===== config.mk =====
export PLATFORM = sky130hd
export DESIGN_NAME = dmem_arbiter_flat
export DESIGN_NICKNAME = d
export VERILOG_FILES = /design/src/rtl/dmem_arbiter_pkg.sv /design/src/rtl/dmem_arbiter_if.sv /design/src/rtl/dmem_arbiter_rr_arb2.sv /design/src/rtl/dmem_arbiter.sv /design/src/flat_wrapper.sv
export SDC_FILE = /design/constraint.sdc
export NUM_CORES = 1
export LEC_CHECK = 0
export ABC_AREA = 1
export BUFFER_PORTS_ARGS = -buffer_cell sky130_fd_sc_hd__buf_2
export CAP_MARGIN = 15
export CORE_ASPECT_RATIO = 2
export CORE_MARGIN = 4
export CORE_UTILIZATION = 43
export DETAILED_ROUTE_END_ITERATION = 10
export GPL_ROUTABILITY_DRIVEN = 0
export PLACE_DENSITY = 0.75
export SETUP_SLACK_MARGIN = 0.4
export SKIP_CTS_REPAIR_TIMING = 1
export SYNTH_ARGS = -nofsm -noshare
export SYNTH_HDL_FRONTEND = slang
export SYNTH_HIERARCHICAL = 1
export SYNTH_SLANG_ARGS = --single-unit
export TNS_END_PERCENT = 1

===== constraint.sdc =====
create_clock -name clk -period 4.2 [get_ports clk]
set_input_delay 0.84 -clock clk [delete_from_list [all_inputs] [get_ports clk]]
set_output_delay 0.84 -clock clk [all_outputs]
set_load 0.02 [all_outputs]

===== src/rtl/dmem_arbiter_pkg.sv =====
// Shared types and constants for the data-memory arbiter slice.
package dmem_pkg;

  localparam logic [2:0] RW_B  = 3'b000;
  localparam logic [2:0] RW_H  = 3'b001;
  localparam logic [2:0] RW_W  = 3'b010;
  localparam logic [2:0] RW_BU = 3'b100;
  localparam logic [2:0] RW_HU = 3'b101;

  typedef enum logic {ST_IDLE, ST_ACCESS} state_t;
  typedef enum logic {P_M0, P_M1} port_t;

  // Size code 2'b11 is reserved and decoded as a word, like the dmem itself.
  function automatic logic addr_aligned(input logic [1:0] lo, input logic [1:0] size);
    case (size)
      2'b00:   return 1'b1;
      2'b01:   return ~lo[0];
      default: return (lo == 2'b00);
    endcase
  endfunction

endpackage


===== src/rtl/dmem_arbiter_if.sv =====
// One requester port of the data-memory arbiter: request handshake plus response pulse.
interface dmem_arbiter_if #(
  parameter int ADDR_W = 32,
  parameter int DATA_W = 32
);
  logic              req_valid;
  logic              req_ready;
  logic              req_we;
  logic [ADDR_W-1:0] req_addr;
  logic [2:0]        req_type;
  logic [DATA_W-1:0] req_wdata;
  logic              rsp_valid;
  logic [DATA_W-1:0] rsp_rdata;
  logic              rsp_err;

  modport master (
    output req_valid, req_we, req_addr, req_type, req_wdata,
    input  req_ready, rsp_valid, rsp_rdata, rsp_err
  );

  modport slave (
    input  req_valid, req_we, req_addr, req_type, req_wdata,
    output req_ready, rsp_valid, rsp_rdata, rsp_err
  );
endinterface


===== src/rtl/dmem_arbiter_rr_arb2.sv =====
// Two-request grant logic: round-robin (ARB_MODE=0) or fixed m0 priority (ARB_MODE=1).
module rr_arb2
  import dmem_pkg::*;
#(
  parameter int ARB_MODE = 0
) (
  input  logic clk,
  input  logic rst,
  input  logic en,
  input  logic req0,
  input  logic req1,
  output logic gnt0,
  output logic gnt1
);

  port_t last_grant;

  always_comb begin
    gnt0 = 1'b0;
    gnt1 = 1'b0;
    if (en) begin
      if (ARB_MODE == 1) begin
        gnt0 = req0;
        gnt1 = req1 && !req0;
      end else if (req0 && req1) begin
        gnt0 = (last_grant == P_M1);
        gnt1 = (last_grant == P_M0);
      end else begin
        gnt0 = req0;
        gnt1 = req1;
      end
    end
  end

  // A grant always coincides with a handshake, so it is recorded directly.
  always_ff @(posedge clk or posedge rst) begin
    if (rst) begin
      last_grant <= P_M1;
    end else if (gnt0) begin
      last_grant <= P_M0;
    end else if (gnt1) begin
      last_grant <= P_M1;
    end
  end

endmodule


===== src/rtl/dmem_arbiter.sv =====
// Two-port arbiter and one-cycle access sequencer in front of the single-port dmem.
module dmem_arbiter
  import dmem_pkg::*;
#(
  parameter int ARB_MODE = 0,
  parameter int ADDR_W   = 32,
  parameter int DATA_W   = 32
) (
  input  logic              clk,
  input  logic              rst,
  dmem_arbiter_if.slave     m0,
  dmem_arbiter_if.slave     m1,
  output logic              mem_wen,
  output logic              mem_ren,
  output logic [ADDR_W-1:0] mem_addr,
  output logic [2:0]        mem_rw_type,
  output logic [DATA_W-1:0] mem_wdata,
  input  logic [DATA_W-1:0] mem_rdata
);

  state_t            state;
  logic              gnt0, gnt1;
  logic              l_we;
  logic [ADDR_W-1:0] l_addr;
  logic [2:0]        l_type;
  logic [DATA_W-1:0] l_wdata;
  port_t             l_port;
  logic              aligned;
  logic              access;
  logic [DATA_W-1:0] rd_value;

  logic              rsp0_valid, rsp0_err, rsp1_valid, rsp1_err;
  logic [DATA_W-1:0] rsp0_rdata, rsp1_rdata;

  rr_arb2 #(.ARB_MODE(ARB_MODE)) u_arb (
    .clk  (clk),
    .rst  (rst),
    .en   (state == ST_IDLE),
    .req0 (m0.req_valid),
    .req1 (m1.req_valid),
    .gnt0 (gnt0),
    .gnt1 (gnt1)
  );

  assign m0.req_ready = gnt0;
  assign m1.req_ready = gnt1;
  assign m0.rsp_valid = rsp0_valid;
  assign m0.rsp_err   = rsp0_err;
  assign m0.rsp_rdata = rsp0_rdata;
  assign m1.rsp_valid = rsp1_valid;
  assign m1.rsp_err   = rsp1_err;
  assign m1.rsp_rdata = rsp1_rdata;

  assign access   = (state == ST_ACCESS);
  assign aligned  = addr_aligned(l_addr[1:0], l_type[1:0]);
  assign rd_value = mem_ren ? mem_rdata : '0;

  // Memory strobes are decoded from the state register so an async reset drops them at once.
  always_comb begin
    mem_wen     = 1'b0;
    mem_ren     = 1'b0;
    mem_addr    = '0;
    mem_rw_type = '0;
    mem_wdata   = '0;
    if (access) begin
      mem_wen     = l_we && aligned;
      mem_ren     = !l_we && aligned;
      mem_addr    = l_addr;
      mem_rw_type = l_type;
      mem_wdata   = l_wdata;
    end
  end

  always_ff @(posedge clk or posedge rst) begin
    if (rst) begin
      state      <= ST_IDLE;
      l_we       <= 1'b0;
      l_addr     <= '0;
      l_type     <= '0;
      l_wdata    <= '0;
      l_port     <= P_M0;
      rsp0_valid <= 1'b0;
      rsp0_err   <= 1'b0;
      rsp0_rdata <= '0;
      rsp1_valid <= 1'b0;
      rsp1_err   <= 1'b0;
      rsp1_rdata <= '0;
    end else begin
      rsp0_valid <= 1'b0;
      rsp0_err   <= 1'b0;
      rsp1_valid <= 1'b0;
      rsp1_err   <= 1'b0;
      case (state)
        ST_IDLE: begin
          if (gnt0) begin
            l_we    <= m0.req_we;
            l_addr  <= m0.req_addr;
            l_type  <= m0.req_type;
            l_wdata <= m0.req_wdata;
            l_port  <= P_M0;
            state   <= ST_ACCESS;
          end else if (gnt1) begin
            l_we    <= m1.req_we;
            l_addr  <= m1.req_addr;
            l_type  <= m1.req_type;
            l_wdata <= m1.req_wdata;
            l_port  <= P_M1;
            state   <= ST_ACCESS;
          end
        end
        ST_ACCESS: begin
          if (l_port == P_M0) begin
            rsp0_valid <= 1'b1;
            rsp0_err   <= !aligned;
            rsp0_rdata <= rd_value;
          end else begin
            rsp1_valid <= 1'b1;
            rsp1_err   <= !aligned;
            rsp1_rdata <= rd_value;
          end
          state <= ST_IDLE;
        end
        default: state <= ST_IDLE;
      endcase
    end
  end

endmodule


===== src/flat_wrapper.sv =====
// flat-port wrapper written by rule: the top's interface ports become plain ports
module dmem_arbiter_flat import dmem_pkg::*;
#(
  parameter int ARB_MODE = 0,
  parameter int ADDR_W   = 32,
  parameter int DATA_W   = 32
)
  (clk, rst, mem_wen, mem_ren, mem_addr, mem_rw_type, mem_wdata, mem_rdata, m0_req_valid, m0_req_we, m0_req_addr, m0_req_type, m0_req_wdata, m0_req_ready, m0_rsp_valid, m0_rsp_rdata, m0_rsp_err, m1_req_valid, m1_req_we, m1_req_addr, m1_req_type, m1_req_wdata, m1_req_ready, m1_rsp_valid, m1_rsp_rdata, m1_rsp_err);
  dmem_arbiter_if #(.ADDR_W(ADDR_W), .DATA_W(DATA_W)) m0_i ();
  dmem_arbiter_if #(.ADDR_W(ADDR_W), .DATA_W(DATA_W)) m1_i ();
  input  logic clk;
  input  logic rst;
  output logic mem_wen;
  output logic mem_ren;
  output logic [ADDR_W-1:0] mem_addr;
  output logic [2:0] mem_rw_type;
  output logic [DATA_W-1:0] mem_wdata;
  input  logic [DATA_W-1:0] mem_rdata;
  input wire logic [$bits(m0_i.req_valid)-1:0] m0_req_valid;
  input wire logic [$bits(m0_i.req_we)-1:0] m0_req_we;
  input wire logic [$bits(m0_i.req_addr)-1:0] m0_req_addr;
  input wire logic [$bits(m0_i.req_type)-1:0] m0_req_type;
  input wire logic [$bits(m0_i.req_wdata)-1:0] m0_req_wdata;
  output wire logic [$bits(m0_i.req_ready)-1:0] m0_req_ready;
  output wire logic [$bits(m0_i.rsp_valid)-1:0] m0_rsp_valid;
  output wire logic [$bits(m0_i.rsp_rdata)-1:0] m0_rsp_rdata;
  output wire logic [$bits(m0_i.rsp_err)-1:0] m0_rsp_err;
  input wire logic [$bits(m1_i.req_valid)-1:0] m1_req_valid;
  input wire logic [$bits(m1_i.req_we)-1:0] m1_req_we;
  input wire logic [$bits(m1_i.req_addr)-1:0] m1_req_addr;
  input wire logic [$bits(m1_i.req_type)-1:0] m1_req_type;
  input wire logic [$bits(m1_i.req_wdata)-1:0] m1_req_wdata;
  output wire logic [$bits(m1_i.req_ready)-1:0] m1_req_ready;
  output wire logic [$bits(m1_i.rsp_valid)-1:0] m1_rsp_valid;
  output wire logic [$bits(m1_i.rsp_rdata)-1:0] m1_rsp_rdata;
  output wire logic [$bits(m1_i.rsp_err)-1:0] m1_rsp_err;
  assign m0_i.req_valid = m0_req_valid;
  assign m0_i.req_we = m0_req_we;
  assign m0_i.req_addr = m0_req_addr;
  assign m0_i.req_type = m0_req_type;
  assign m0_i.req_wdata = m0_req_wdata;
  assign m0_req_ready = m0_i.req_ready;
  assign m0_rsp_valid = m0_i.rsp_valid;
  assign m0_rsp_rdata = m0_i.rsp_rdata;
  assign m0_rsp_err = m0_i.rsp_err;
  assign m1_i.req_valid = m1_req_valid;
  assign m1_i.req_we = m1_req_we;
  assign m1_i.req_addr = m1_req_addr;
  assign m1_i.req_type = m1_req_type;
  assign m1_i.req_wdata = m1_req_wdata;
  assign m1_req_ready = m1_i.req_ready;
  assign m1_rsp_valid = m1_i.rsp_valid;
  assign m1_rsp_rdata = m1_i.rsp_rdata;
  assign m1_rsp_err = m1_i.rsp_err;
  dmem_arbiter #(.ARB_MODE(ARB_MODE), .ADDR_W(ADDR_W), .DATA_W(DATA_W)) u_core (.clk(clk), .rst(rst), .m0(m0_i), .m1(m1_i), .mem_wen(mem_wen), .mem_ren(mem_ren), .mem_addr(mem_addr), .mem_rw_type(mem_rw_type), .mem_wdata(mem_wdata), .mem_rdata(mem_rdata));
endmodule

[After elaboration in Yosys (flattened, before gate mapping)]
Cells that the tools add are included.
Operators by class
  equality and inequality tests: 1
  multiplexer cells: 32
  bitwise logic cells: 4
  reductions and logical operators: 11
Operators by type and width (number)
  2-to-1 mux 32 bit: 7
  2-to-1 mux 1 bit: 20
  2-to-1 mux 3 bit: 3
  AND reduction 2 bit: 3
  logical NOT 2 bit: 2
  NOT 1 bit: 4
  one-hot mux 1 bit (2 select lines): 2
  logical AND 1 bit: 3
  equality test 2 x 1 -> 1 bit, second input constant: 1
  logical NOT 1 bit: 2
  nonzero test 2 bit: 1
Word-level totals
  register bits: 139
  input port bits: 172
  output and inout bits: 139
  logic and storage cells: 61

[Logic depth before layout (Yosys ltp)]
  word-level depth: 6
  gate-level depth with buffers: 13
  gate-level depth less buffers: 9

[Cells and area by module]
The synthesis kept the hierarchy.
Modules (own cells, without submodules)
  dmem_arbiter: times used 1, cells an instance 954, area an instance 6891.6 um^2, sequential area each 3453.3 um^2
  rr_arb2: times used 1, cells an instance 13, area an instance 77.6 um^2, sequential area each 26.3 um^2

[Least setup slack after synthesis]
Ideal clock, no wire load.
  kind: input to output
  start point: input port m1_req_valid
  end point: output port m1_req_ready
  data arrival time: 1361 ps
  required time: 3360 ps
  path slack: 1999 ps
  cell stages on the path: 2
  buffers on the path: 0
  cells stage by stage: nand2_1 > a21oi_1
Between the ends
  cells in the longest elaborated chain, start to end: 3
RTL lines
  start: declaration: RTL line flat_wrapper.sv:28  | input wire logic [$bits(m1_i.req_valid)-1:0] m1_req_valid;
  logical AND 1 bit: RTL line dmem_arbiter_rr_arb2.sv:25  | end else if (req0 && req1) begin
  2-to-1 mux 1 bit (*): RTL line dmem_arbiter_rr_arb2.sv:25
  2-to-1 mux 1 bit (*): RTL line dmem_arbiter_rr_arb2.sv:21  | if (en) begin
  end: declaration: RTL line flat_wrapper.sv:33  | output wire logic [$bits(m1_i.req_ready)-1:0] m1_req_ready;
Mark *: on every way between the ends. The rest lies on a longest branch, timed or not.

[Final worst setup path]
  start point: register u_core.l_type[1]
  end point: output port mem_ren
Between the ends
  cells in the longest elaborated chain, start to end: 4
  elaborated cells between the ends (all ways): 5
  those cells by class: eq/ne: 1; mux: 2; reduce/logical: 2
RTL lines
  start: declaration: RTL line dmem_arbiter.sv:25  | logic [2:0] l_type;
  start signal: assignment: RTL line dmem_arbiter.sv:98  | l_type <= m0.req_type;
  start signal: assignment: RTL line dmem_arbiter.sv:105  | l_type <= m1.req_type;
  equality test 2 x 1 -> 1 bit or logical NOT 2 bit (tied branches): RTL line dmem_arbiter_pkg.sv:15  | case (size)
  one-hot mux 1 bit (2 select lines) (*): RTL line dmem_arbiter_pkg.sv:15
  logical AND 1 bit (*): RTL line dmem_arbiter.sv:67  | mem_ren = !l_we && aligned;
  2-to-1 mux 1 bit (*): RTL line dmem_arbiter.sv:65  | if (access) begin
  end: declaration: RTL line flat_wrapper.sv:14  | output logic mem_ren;
Marked as above.

==> results_dict.tcl <==
set metrics [dict create \
    whs_ns 0.441 \
    crit_top_cell "inv_1" \
    crit_fanout 67 \
    finalSetupViolations 0 \
    crit_chain "inv_1 > nand2_1 > nand2_2 > buf_4 > inv_1 > nor3_1 > buf_2" \
    drt_first_pass_iters 7 \
    layout-drive-gt1-share 0.291 \
    multi_input_comb_area_um2 2600 \
    synth_area_per_cell_um2 7.21 \
    routed_via_density 4.79 \
    final_core_util 0.580 \
    fin_crit_sh 0.685 \
    muxShareOfSynthArea 0 \
    cts_tree "yes" \
    synth_top_family_by_area "simple AND/OR/NAND/NOR gates" \
    cp-end-kind "primary output" \
    cts.reportedPaths.clkPinSlew_ns 0.06 \
    layout.area.seq_um2 3480 \
    dp_hpwl_mm 14.7 \
    area_growth_pct 32.0 \
    grt_usage 0.222 \
    fp.dieH_um 188 \
    grtUsageMet1 0.254 \
    synth-compound-area-share 0.0555 \
    ir_drop_mv 0.838 \
    synthCells 967 \
    grt_pass1_vias 6691 \
    r2r_start "u_core/access" \
    cts_buffer_depth 2 \
    fin_ws_ns 1.32 \
    status "finished, final reports clean" \
    post-place-ws_ns 1.33 \
    max_slew_margin 0.207 \
    root_buffer "clkbuf_16" \
    fin_setup_tns_ns 0 \
    cts_sinks 139 \
    drv_cap 0 \
    cpPeakStageDelay_ns 0.52 \
    cts_buffers 17 \
    globalRouteMet3Util 0.0424 \
    yosys_warnings 6 \
    report.final.slew_viol_count 0 \
    critPathSlowestCell "buf_4" \
    p_per_area_nw_per_um2 802 \
    crit_type "flip-flop to primary output" \
    io_buffer_count 310 \
    startpoint_type "flip-flop" \
    overflow 0 \
    cellLeakagePower_nw 6.01 \
    hold_viol 0 \
    grt-busiest-layer "met2" \
    crit_required_ns 3.36 \
    nNetsFinal 1415 \
    ys_seq_area_frac 0.499 \
    ys_seq_elements 139 \
    fillCellCount 1571 \
    fin_crit_ns 2.88 \
    met2_usage 0.402 \
    fmax_ghz 0.347 \
    diodes 0 \
    synthDistinctLibCells 18 \
    core_um2 15900 \
    io_pins 311 \
    grt_pass1_wl_mm 33.1 \
    synthXorXnorAreaFrac 0 \
    r2r_end "u_core/m1.rsp_rdata[5]" \
    post_dp_cell_area_um2 8530 \
    finalInstanceArea_um2 9200 \
    synthesis.nets 1139 \
    r2r_slack_ns 1.55 \
    drc_errors 0 \
    routed_wl_mm 20.5 \
    synth_fa_ha_area_frac 0 \
    start_util 0.439 \
    rr_worst_depth 6 \
    arrival_ns 2.04 \
    synth_area_um2 6970 \
    grt_max_degree 90 \
    fp.dieW_um 98.0 \
    die_area_um2 18400 \
    synth-simple-area-share 0.318 \
    critPathBufInv 4 \
    drtIter0Drc 336 \
    routedWlPerCell_um 14.0 \
    min_path_type "primary input to async pin" \
    routed-via-count 6982 \
    fin_skew_ns 0.0114 \
    worst_pin_slew_ns 1.19 \
    insertion_delay_ns 0.42 \
    route.antenna.remaining_nets 0 \
    cts.htree.levels 4 \
    fp-row-count 65 \
    critical-path-top-delay-family "buffers and inverters" \
    antenna_found_initial 0 \
    rsz0062_at_grt "false" \
]
## flip-flops by register name, indices dropped and copies added (netlist names), 3 cells and up
register / cells
u_core/l_type: 3
u_core/l_addr: 32
u_core/l_wdata: 32
u_core/m1.rsp_rdata: 32
u_core/m0.rsp_rdata: 32
## metrics by stage
stage,cells,power (W)
global placement,1424,0.00572
floorplan,967,0.00472
CTS,1456,0.00744
finish,1457,0.00737
detailed placement,1424,0.00579
global route,1457,0.00795
## cell usage after synthesis
| cell type | instances | share of area |
|---|---|---|
| a21oi_1 | 1 | 0.00072 |
| nor2_1 | 2 | 0.0011 |
| inv_1 | 145 | 0.078 |
| o21ai_0 | 69 | 0.050 |
| inv_2 | 4 | 0.0022 |
| dfrtp_1 | 138 | 0.50 |
| inv_4 | 1 | 0.00090 |
| nand2_1 | 469 | 0.25 |
| dfstp_2 | 1 | 0.0038 |
| nand2_2 | 2 | 0.0018 |
| buf_2 | 34 | 0.024 |
| nor3_1 | 2 | 0.0014 |
| nand4_1 | 64 | 0.057 |
| nor2_4 | 2 | 0.0032 |
| o21ai_4 | 1 | 0.0023 |
| clkbuf_1 | 15 | 0.0081 |
| o21ai_1 | 4 | 0.0029 |
| buf_4 | 13 | 0.014 |
## where the power goes
part	internal [W]	switching [W]
sequential	0.00200	0.000358
combinational	0.000992	0.00241
clock	0.00106	0.000554
## placed cells by master, fill, tap and decap left out, types with 3 or more instances in the layout
cell type     n
clkbuf_16    17
nand4_1      64
dfrtp_1     137
buf_4         7
clkbuf_8      4
bufinv_16     4
o21ai_1       4
nand2_2       3
o21ai_0      69
clkinvlp_4    6
inv_1       143
nand2_1     468
buf_2       310
inv_2         4
## final cells by class
class | instances | area share
inverter | 150 | 0.0620
timing repair buffer | 319 | 0.179
clock buffer | 22 | 0.0527
sequential | 139 | 0.379
multi-input combinational | 616 | 0.283
clock inverter | 10 | 0.0177
tap | 201 | 0.0273
## worst max path at each step
| stage | end | slack (ns) | cells past startpoint | startpoint |
|---|---|---|---|---|
| finish | mem_ren | 1.32 | 7 | u_core/l_type[1] |
| global route | mem_ren | 1.14 | 7 | u_core/l_type[1] |
| CTS | mem_wen | 1.30 | 7 | u_core/l_type[1] |
| detailed placement | u_core/l_type[0] | 1.33 | 9 | m0_req_valid |
| global placement | u_core/l_we | 1.45 | 9 | m0_req_valid |
| floorplan | u_core/access | 1.64 | 1 | rst |
## cell families after synthesis
kind of cell,count (synthesis)
simple gates,541
buf+inv,212
flops,139
compound gates,75
## routing by layer
| layer | part of all wire | wire (um) |
|---|---|---|
| met2 | 0.54 | 11100 |
| met3 | 0.059 | 1210 |
| met5 | 0 | 0 |
| met1 | 0.37 | 7640 |
| met4 | 0.026 | 537 |
No activity file was read; power rests on OpenSTA's default activity.
